[config.mk]
export PLATFORM = sky130hd
export DESIGN_NAME = port_arbiter
export DESIGN_NICKNAME = d
export VERILOG_FILES = /design/src/rtl/port_arbiter.sv
export SDC_FILE = /design/constraint.sdc
export NUM_CORES = 1
export LEC_CHECK = 0
export CAP_MARGIN = 20
export CORE_UTILIZATION = 25
export DETAILED_ROUTE_END_ITERATION = 10
export GPL_ROUTABILITY_DRIVEN = 1
export MAX_ROUTING_LAYER = met4
export PLACE_DENSITY = 0.58
export SLEW_MARGIN = 5
export SYNTH_ARGS = -nofsm -noshare
export SYNTH_HDL_FRONTEND = slang
export SYNTH_SLANG_ARGS = --single-unit
export TNS_END_PERCENT = 10
[constraint.sdc]
create_clock -name clk -period 1.71 [get_ports clk]
set_input_delay 0.342 -clock clk [delete_from_list [all_inputs] [get_ports clk]]
set_output_delay 0.342 -clock clk [all_outputs]
set_load 0.01 [all_outputs]
[src/rtl/port_arbiter.sv]
// Round-robin arbiter and sequencer sharing one GPIO port (direction + output
// registers) between NREQ requesters, with shadow copies for readback.
module port_arbiter #(
  parameter int WIDTH = 8,
  parameter int NREQ  = 2,
  localparam int GW   = (NREQ > 1) ? $clog2(NREQ) : 1
) (
  input  logic                  clk,
  input  logic                  rst,
  input  logic [NREQ-1:0]       req,
  input  logic [2*NREQ-1:0]     req_op,
  input  logic [WIDTH*NREQ-1:0] req_data,
  output logic [NREQ-1:0]       ack,
  output logic                  busy,
  output logic [GW-1:0]         grant_id,
  output logic                  cePortDir,
  output logic                  portDir,
  output logic                  cePortOut,
  output logic [WIDTH-1:0]      portData,
  output logic                  dir_shadow,
  output logic [WIDTH-1:0]      out_shadow
);

  // state | meaning
  // IDLE  | waiting for a request; arbitrates and latches the winner
  // EXEC  | first port access of the latched command
  // EXEC2 | ENABLE only: direction flips to output after data is loaded
  // DONE  | ack pulse to the granted requester, grant history updated
  typedef enum logic [1:0] {S_IDLE, S_EXEC, S_EXEC2, S_DONE} state_t;

  localparam logic [1:0] OP_WR  = 2'b00;
  localparam logic [1:0] OP_DIR = 2'b01;
  localparam logic [1:0] OP_EN  = 2'b10;
  localparam logic [1:0] OP_DIS = 2'b11;

  state_t           state, state_nxt;
  logic [GW-1:0]    last_grant, last_nxt;
  logic [GW-1:0]    grant_nxt;
  logic [1:0]       op_q, op_nxt;
  logic [WIDTH-1:0] data_q, data_nxt;
  logic [NREQ-1:0]  ack_nxt;
  logic             busy_nxt;
  logic             ce_dir_nxt, dir_nxt;
  logic             ce_out_nxt;
  logic [WIDTH-1:0] port_nxt;
  logic             found;
  logic [GW-1:0]    win, rr_idx;

  // Outputs are registered from the next-state decode, so they line up with
  // the state they belong to.
  always_comb begin
    state_nxt  = state;
    last_nxt   = last_grant;
    grant_nxt  = grant_id;
    op_nxt     = op_q;
    data_nxt   = data_q;
    ack_nxt    = '0;
    ce_dir_nxt = 1'b0;
    dir_nxt    = 1'b0;
    ce_out_nxt = 1'b0;
    port_nxt   = '0;
    found      = 1'b0;
    win        = '0;
    rr_idx     = '0;

    for (int k = 1; k <= NREQ; k++) begin
      rr_idx = GW'((int'(last_grant) + k) % NREQ);
      if (!found && req[rr_idx]) begin
        found = 1'b1;
        win   = rr_idx;
      end
    end

    case (state)
      S_IDLE: begin
        if (found) begin
          grant_nxt = win;
          op_nxt    = req_op[2*win +: 2];
          data_nxt  = req_data[WIDTH*win +: WIDTH];
          state_nxt = S_EXEC;
          case (op_nxt)
            OP_WR, OP_EN: begin
              ce_out_nxt = 1'b1;
              port_nxt   = data_nxt;
            end
            OP_DIR: begin
              ce_dir_nxt = 1'b1;
              dir_nxt    = data_nxt[0];
            end
            OP_DIS: ce_dir_nxt = 1'b1;
            default: ;
          endcase
        end
      end
      S_EXEC: begin
        if (op_q == OP_EN) begin
          state_nxt  = S_EXEC2;
          ce_dir_nxt = 1'b1;
          dir_nxt    = 1'b1;
        end else begin
          state_nxt         = S_DONE;
          ack_nxt[grant_id] = 1'b1;
        end
      end
      S_EXEC2: begin
        state_nxt         = S_DONE;
        ack_nxt[grant_id] = 1'b1;
      end
      S_DONE: begin
        state_nxt = S_IDLE;
        last_nxt  = grant_id;
      end
      default: state_nxt = S_IDLE;
    endcase

    busy_nxt = (state_nxt != S_IDLE);
  end

  always_ff @(posedge clk) begin
    if (rst) begin
      state      <= S_IDLE;
      last_grant <= GW'(NREQ - 1);
      grant_id   <= '0;
      op_q       <= OP_WR;
      data_q     <= '0;
      ack        <= '0;
      busy       <= 1'b0;
      cePortDir  <= 1'b0;
      portDir    <= 1'b0;
      cePortOut  <= 1'b0;
      portData   <= '0;
      dir_shadow <= 1'b0;
      out_shadow <= '0;
    end else begin
      state      <= state_nxt;
      last_grant <= last_nxt;
      grant_id   <= grant_nxt;
      op_q       <= op_nxt;
      data_q     <= data_nxt;
      ack        <= ack_nxt;
      busy       <= busy_nxt;
      cePortDir  <= ce_dir_nxt;
      portDir    <= dir_nxt;
      cePortOut  <= ce_out_nxt;
      portData   <= port_nxt;
      // Shadows track the value being strobed, one cycle ahead of the port
      if (ce_dir_nxt) dir_shadow <= dir_nxt;
      if (ce_out_nxt) out_shadow <= port_nxt;
    end
  end

endmodule

# Word level (Yosys, flattened, before mapping)
# Index checks and enable logic that the tools add are counted.
[word_totals]
ff_bits = 29
[classes]
mux = 28
eq_ne = 7
order_cmp = 4
n_shift = 2
addsub = 2
n_reduce_logical = 9
[op_table]
columns = ["op", "count"]
rows = [
  ["$mux W8", 3],
  ["$mux W1", 18],
  ["$shiftx A16 B5 Y8", 1],
  ["$eq A2 B2 Y1 const B", 5],
  ["$pmux W2 S4", 1],
  ["$lt A1 B2 Y1 const B", 3],
  ["$eq A2 B1 Y1 const B", 2],
  ["$logic_not A2 Y1", 2],
  ["$mux W2", 2],
  ["$pmux W1 S2", 2],
  ["$pmux W2 S2", 1],
  ["$reduce_or A2 Y1", 2],
  ["$shiftx A4 B3 Y2", 1],
  ["$add A1 B1 Y1 const B", 2],
  ["$logic_and A1 B1 Y1", 2],
  ["$reduce_and A2 Y1", 1],
  ["$reduce_bool A2 Y1", 1],
  ["$demux W1 S1", 1],
  ["$ge A1 B1 Y1 const B", 1],
  ["$logic_not A1 Y1", 1],
]

# Depth between registers and ports, before layout
[logic_depth]
ltp_word = 13
mapped_depth = 7
mapped_depth_nobuf = 6

# Worst setup path after synthesis
# No wires, ideal clock.
[synth_path]
path_type = "register to register"
from = "reg state[0]"
to = "reg out_shadow[6]"
slack_ns = 0.181
period_less_slack_ns = 1.529
path_stages_with_launch = 8
arrival_time_ns = 1.449
cell_sequence = "dfxtp_1 inv_1 ha_1 nand2b_1 o32ai_4 buf_6 nor2_2 a211oi_2"
[synth_via]
elab_chain_len = 2
elab_cells_between_ends = 3
cone_classes = "mux: 2; reduce/logical: 1"
[synth_lines]
columns = ["item", "line", "rtl"]
rows = [
  ["from (decl)", "36", "state_t state, state_nxt;"],
  ["from (signal assigned)", "135", "state <= state_nxt;"],
  ["$logic_not A2 Y1 (*)", "74", "case (state)"],
  ["$mux W8 or $mux W1 (tied branches)", "74", ""],
  ["to (signal assigned)", "148", "if (ce_out_nxt) out_shadow <= port_nxt;"],
  ["to (decl)", "21", "output logic [WIDTH-1:0] out_shadow"],
]
# Mark *: on every way between the ends. The rest lies on a longest branch, timed or not.
# A chain may end at the register's enable or synchronous reset.

# Worst setup path after layout
[layout_path]
from = "in req[0]"
to = "reg out_shadow[0]"
[layout_via]
elab_chain_len = 12
elab_cells_between_ends = 21
cone_classes = "eq/ne: 1; shift: 2; mux: 14; reduce/logical: 4"
[layout_lines]
columns = ["item", "line", "rtl"]
rows = [
  ["from (decl)", "10", "input logic [NREQ-1:0] req,"],
  ["$mux W1 (not written as such) (2 in a row)", "68", "if (!found && req[rr_idx]) begin"],
  ["$mux W1", "68", ""],
  ["$logic_not A1 Y1", "68", ""],
  ["$logic_and A1 B1 Y1", "68", ""],
  ["$mux W1", "68", ""],
  ["$shiftx A4 B3 Y2", "78", "op_nxt = req_op[2*win +: 2];"],
  ["$eq A2 B2 Y1 or $logic_not A2 Y1 (tied branches)", "81", "case (op_nxt)"],
  ["$reduce_or A2 Y1", "81", ""],
  ["$mux W8 or $mux W1 (tied branches)", "81", ""],
  ["$mux W8 or $mux W1 (tied branches)", "76", "if (found) begin"],
  ["$mux W8 or $mux W1 (tied branches)", "74", ""],
]
# Several ways; a longest one is shown, not always the timed one. The select of a mux whose other input is x is not followed.

==> reports/summary.txt <==
Syn avg cell area = 10.03 sq um
CTS HTree Levels = 2
Vias in the first global route = 1053
Grt met2 use = 0.2039
Worst-Margin Slew = 375.9 ps
Synth async-reset ratio = 0
Synth Warn # = 0
Max-slew violation count = 0
DRC = 8
Row Count = 24
Setup Skew = 3.772 ps
CTS Hold Bufs = 0
Critical path arrival = 1820 ps
Power density over the cells = 1386 nW/um^2
Final antenna diode count = 0
Leak = 0.8062 nW
Post-synth EDFFs = 0
Design area = 1942 sq um
Num Clock Sinks = 29
CTS tree = built
Placed Area = 1745 sq um
Critical path class = in2reg
Hold WC Path Type = reg2reg
Worst-path clk slew = 60 ps
Synthesized instance count = 117
Met1 usage = 0.1240
Clock root cell = clkbuf_8
CP required = 1870 ps
Fin nets = 208
Max Cap Viol = 0
DP HPWL = 2187 um
Detailed router's first-iteration violation count = 30
M3 GR Usage = 0.04906
Fmax achieved = 0.6002 GHz
I/O pins = 48
Cell depth of the worst hold path = 2
Rel. slew slack = 0.7494
Failing checks = DRC
Starting density of the core = 0.2641
Distinct cell type count after synthesis = 28
Total grt overflow = 0
Critical Path End Type = register
Period utilization = 0.9743
Finish-stage setup viols = 0
Pin count of the biggest net entering global routing = 11
Fillers = 447
Vias = 1045
Seq/Total Area, Yosys = 0.4947
Hold Fails Final Rpt = 0
Most Crowded Layer GR = met2
Post-DRT Antenna Nets = 0
GP Congestion = 0.8424
CORE AREA = 4444 sq um
Final core occ = 0.4369
Clk_lat worst skew = 280 ps
Synthesized Nets = 145
Die W = 70.52 um
Minimum clock period = 1666 ps
First-pass GRT wire length = 4464 um
Initial antenna violation count = 0
RSZ-0062 raised after global routing = true
Register bit count reported by yosys = 29
Worst Setup Start Kind = primary input
Clock Tree Buf Depth = 2
Die area = 4972 sq um
Number of CTS-inserted buffers = 5
WL per Instance = 12.45 um
Total routed wirelength = 2902 um
Layout cells sized above 1 = 0.1934
Most common cell after layout, fill and taps aside = clkdlybuf4s50_1
Die height = 70.52 um
Highest-count cells in the layout ignoring fill and taps = clkdlybuf4s50_1 (47), dfxtp_1 (29), nor2_1 (22)
Post-Synthesis Cell Area = 1174 sq um
Reg2reg path depth = 7
Peak VDD IR = 0.6257 mV
Top FF cell, synth = dfxtp_1
Via density = 4.485
Outcome = complete, but fails checks
CP Max Fanout = 8
P&R area growth vs syn = 65.46%
DR pass1 iterations = 7
Global Route Usage Sum = 0.1213
IO buf count = 47
synth_stat cells, types with 2 or more instances:
library cell   n  area, sq um
nor2b_1        3        18.77
a21oi_1        2        10.01
buf_6          3        33.78
nand2_1        2        7.510
nor2_1        22        82.58
a211oi_1       8        60.06
dfxtp_1       29        580.6
nor3_1         3        15.01
ha_1           4        50.05
nand2b_1       6        37.54
mux2i_1       10        100.1
clkbuf_1       2        7.510
o21ai_0        2        10.01
inv_1          7        26.28
timing repair:
action / in CTS / in global routing
gates resized for setup: 0 / 12
setup endpoints to repair: 0 / 6
buffers inserted: 0 / 4
layout make-up:
cell class / instances / area (sq um) / area share
clock inverter: 1 / 30.03 / 0.01546
clock buffer: 7 / 86.33 / 0.04446
sequential: 29 / 580.6 / 0.2990
multi-input combinational: 75 / 563.0 / 0.2899
inverter: 7 / 26.28 / 0.01353
timing repair buffer: 62 / 590.6 / 0.3041
tap: 52 / 65.06 / 0.03351
routing by layer:
layer,part of all wire,up-vias
met4,0.014,0
met1,0.41,482
met3,0.073,5
li1,-,520
met5,0,-
met2,0.50,38
state kept, by name (all words and copies together), names as in the netlist:
signal / count
op_q: 2
portData: 8
last_grant: 1
dir_shadow: 1
portDir: 1
grant_id: 1
ack: 2
out_shadow: 8
cePortDir: 1
cePortOut: 1
busy: 1
state: 2
worst max-delay path, cell delays in order:
cell,delay [ps]
clkdlybuf4s50_1,530
a21bo_1,280
buf_4,260
mux2i_1,300
a211oi_2,100
metrics by stage:
step                std cells  TNS [ps]  setup slack (ps)  total power [mW]  hold slack (ps)
floorplan                 117         0             181.2             1.424            471.0
finish                    233         0             43.97             2.691            498.1
global placement          221     -2482            -172.7             1.833            485.4
global route              233    -165.2            -75.88             2.861            526.6
CTS                       229         0             49.67             2.599            503.7
detailed placement        221     -3405            -244.0             1.856            490.4
path summary, 6_finish.rpt:
path	from	endpoint	slack (ps)
min	dir_shadow	dir_shadow	500
max reg2reg	state[1]	out_shadow[7]	80
min reg2reg	dir_shadow	dir_shadow	500
max	req[0]	out_shadow[0]	40
where the power goes:
group / switching (mW) / leakage [nW] / internal [mW]
clock network: 0.253 / 0.0585 / 0.474
logic: 0.473 / 0.510 / 0.566
registers: 0.0873 / 0.238 / 0.837
total: 0.813 / 0.806 / 1.88
cells by family after synthesis:
kind of cell    Yosys count  synth area share
compound gates           20            0.1493
fa+ha+maj                 4           0.04265
buf+inv                  13           0.06183
flops                    29            0.4947
mux                      10           0.08529
simple gates             41            0.1663
Power figures use the tool's default switching activity.
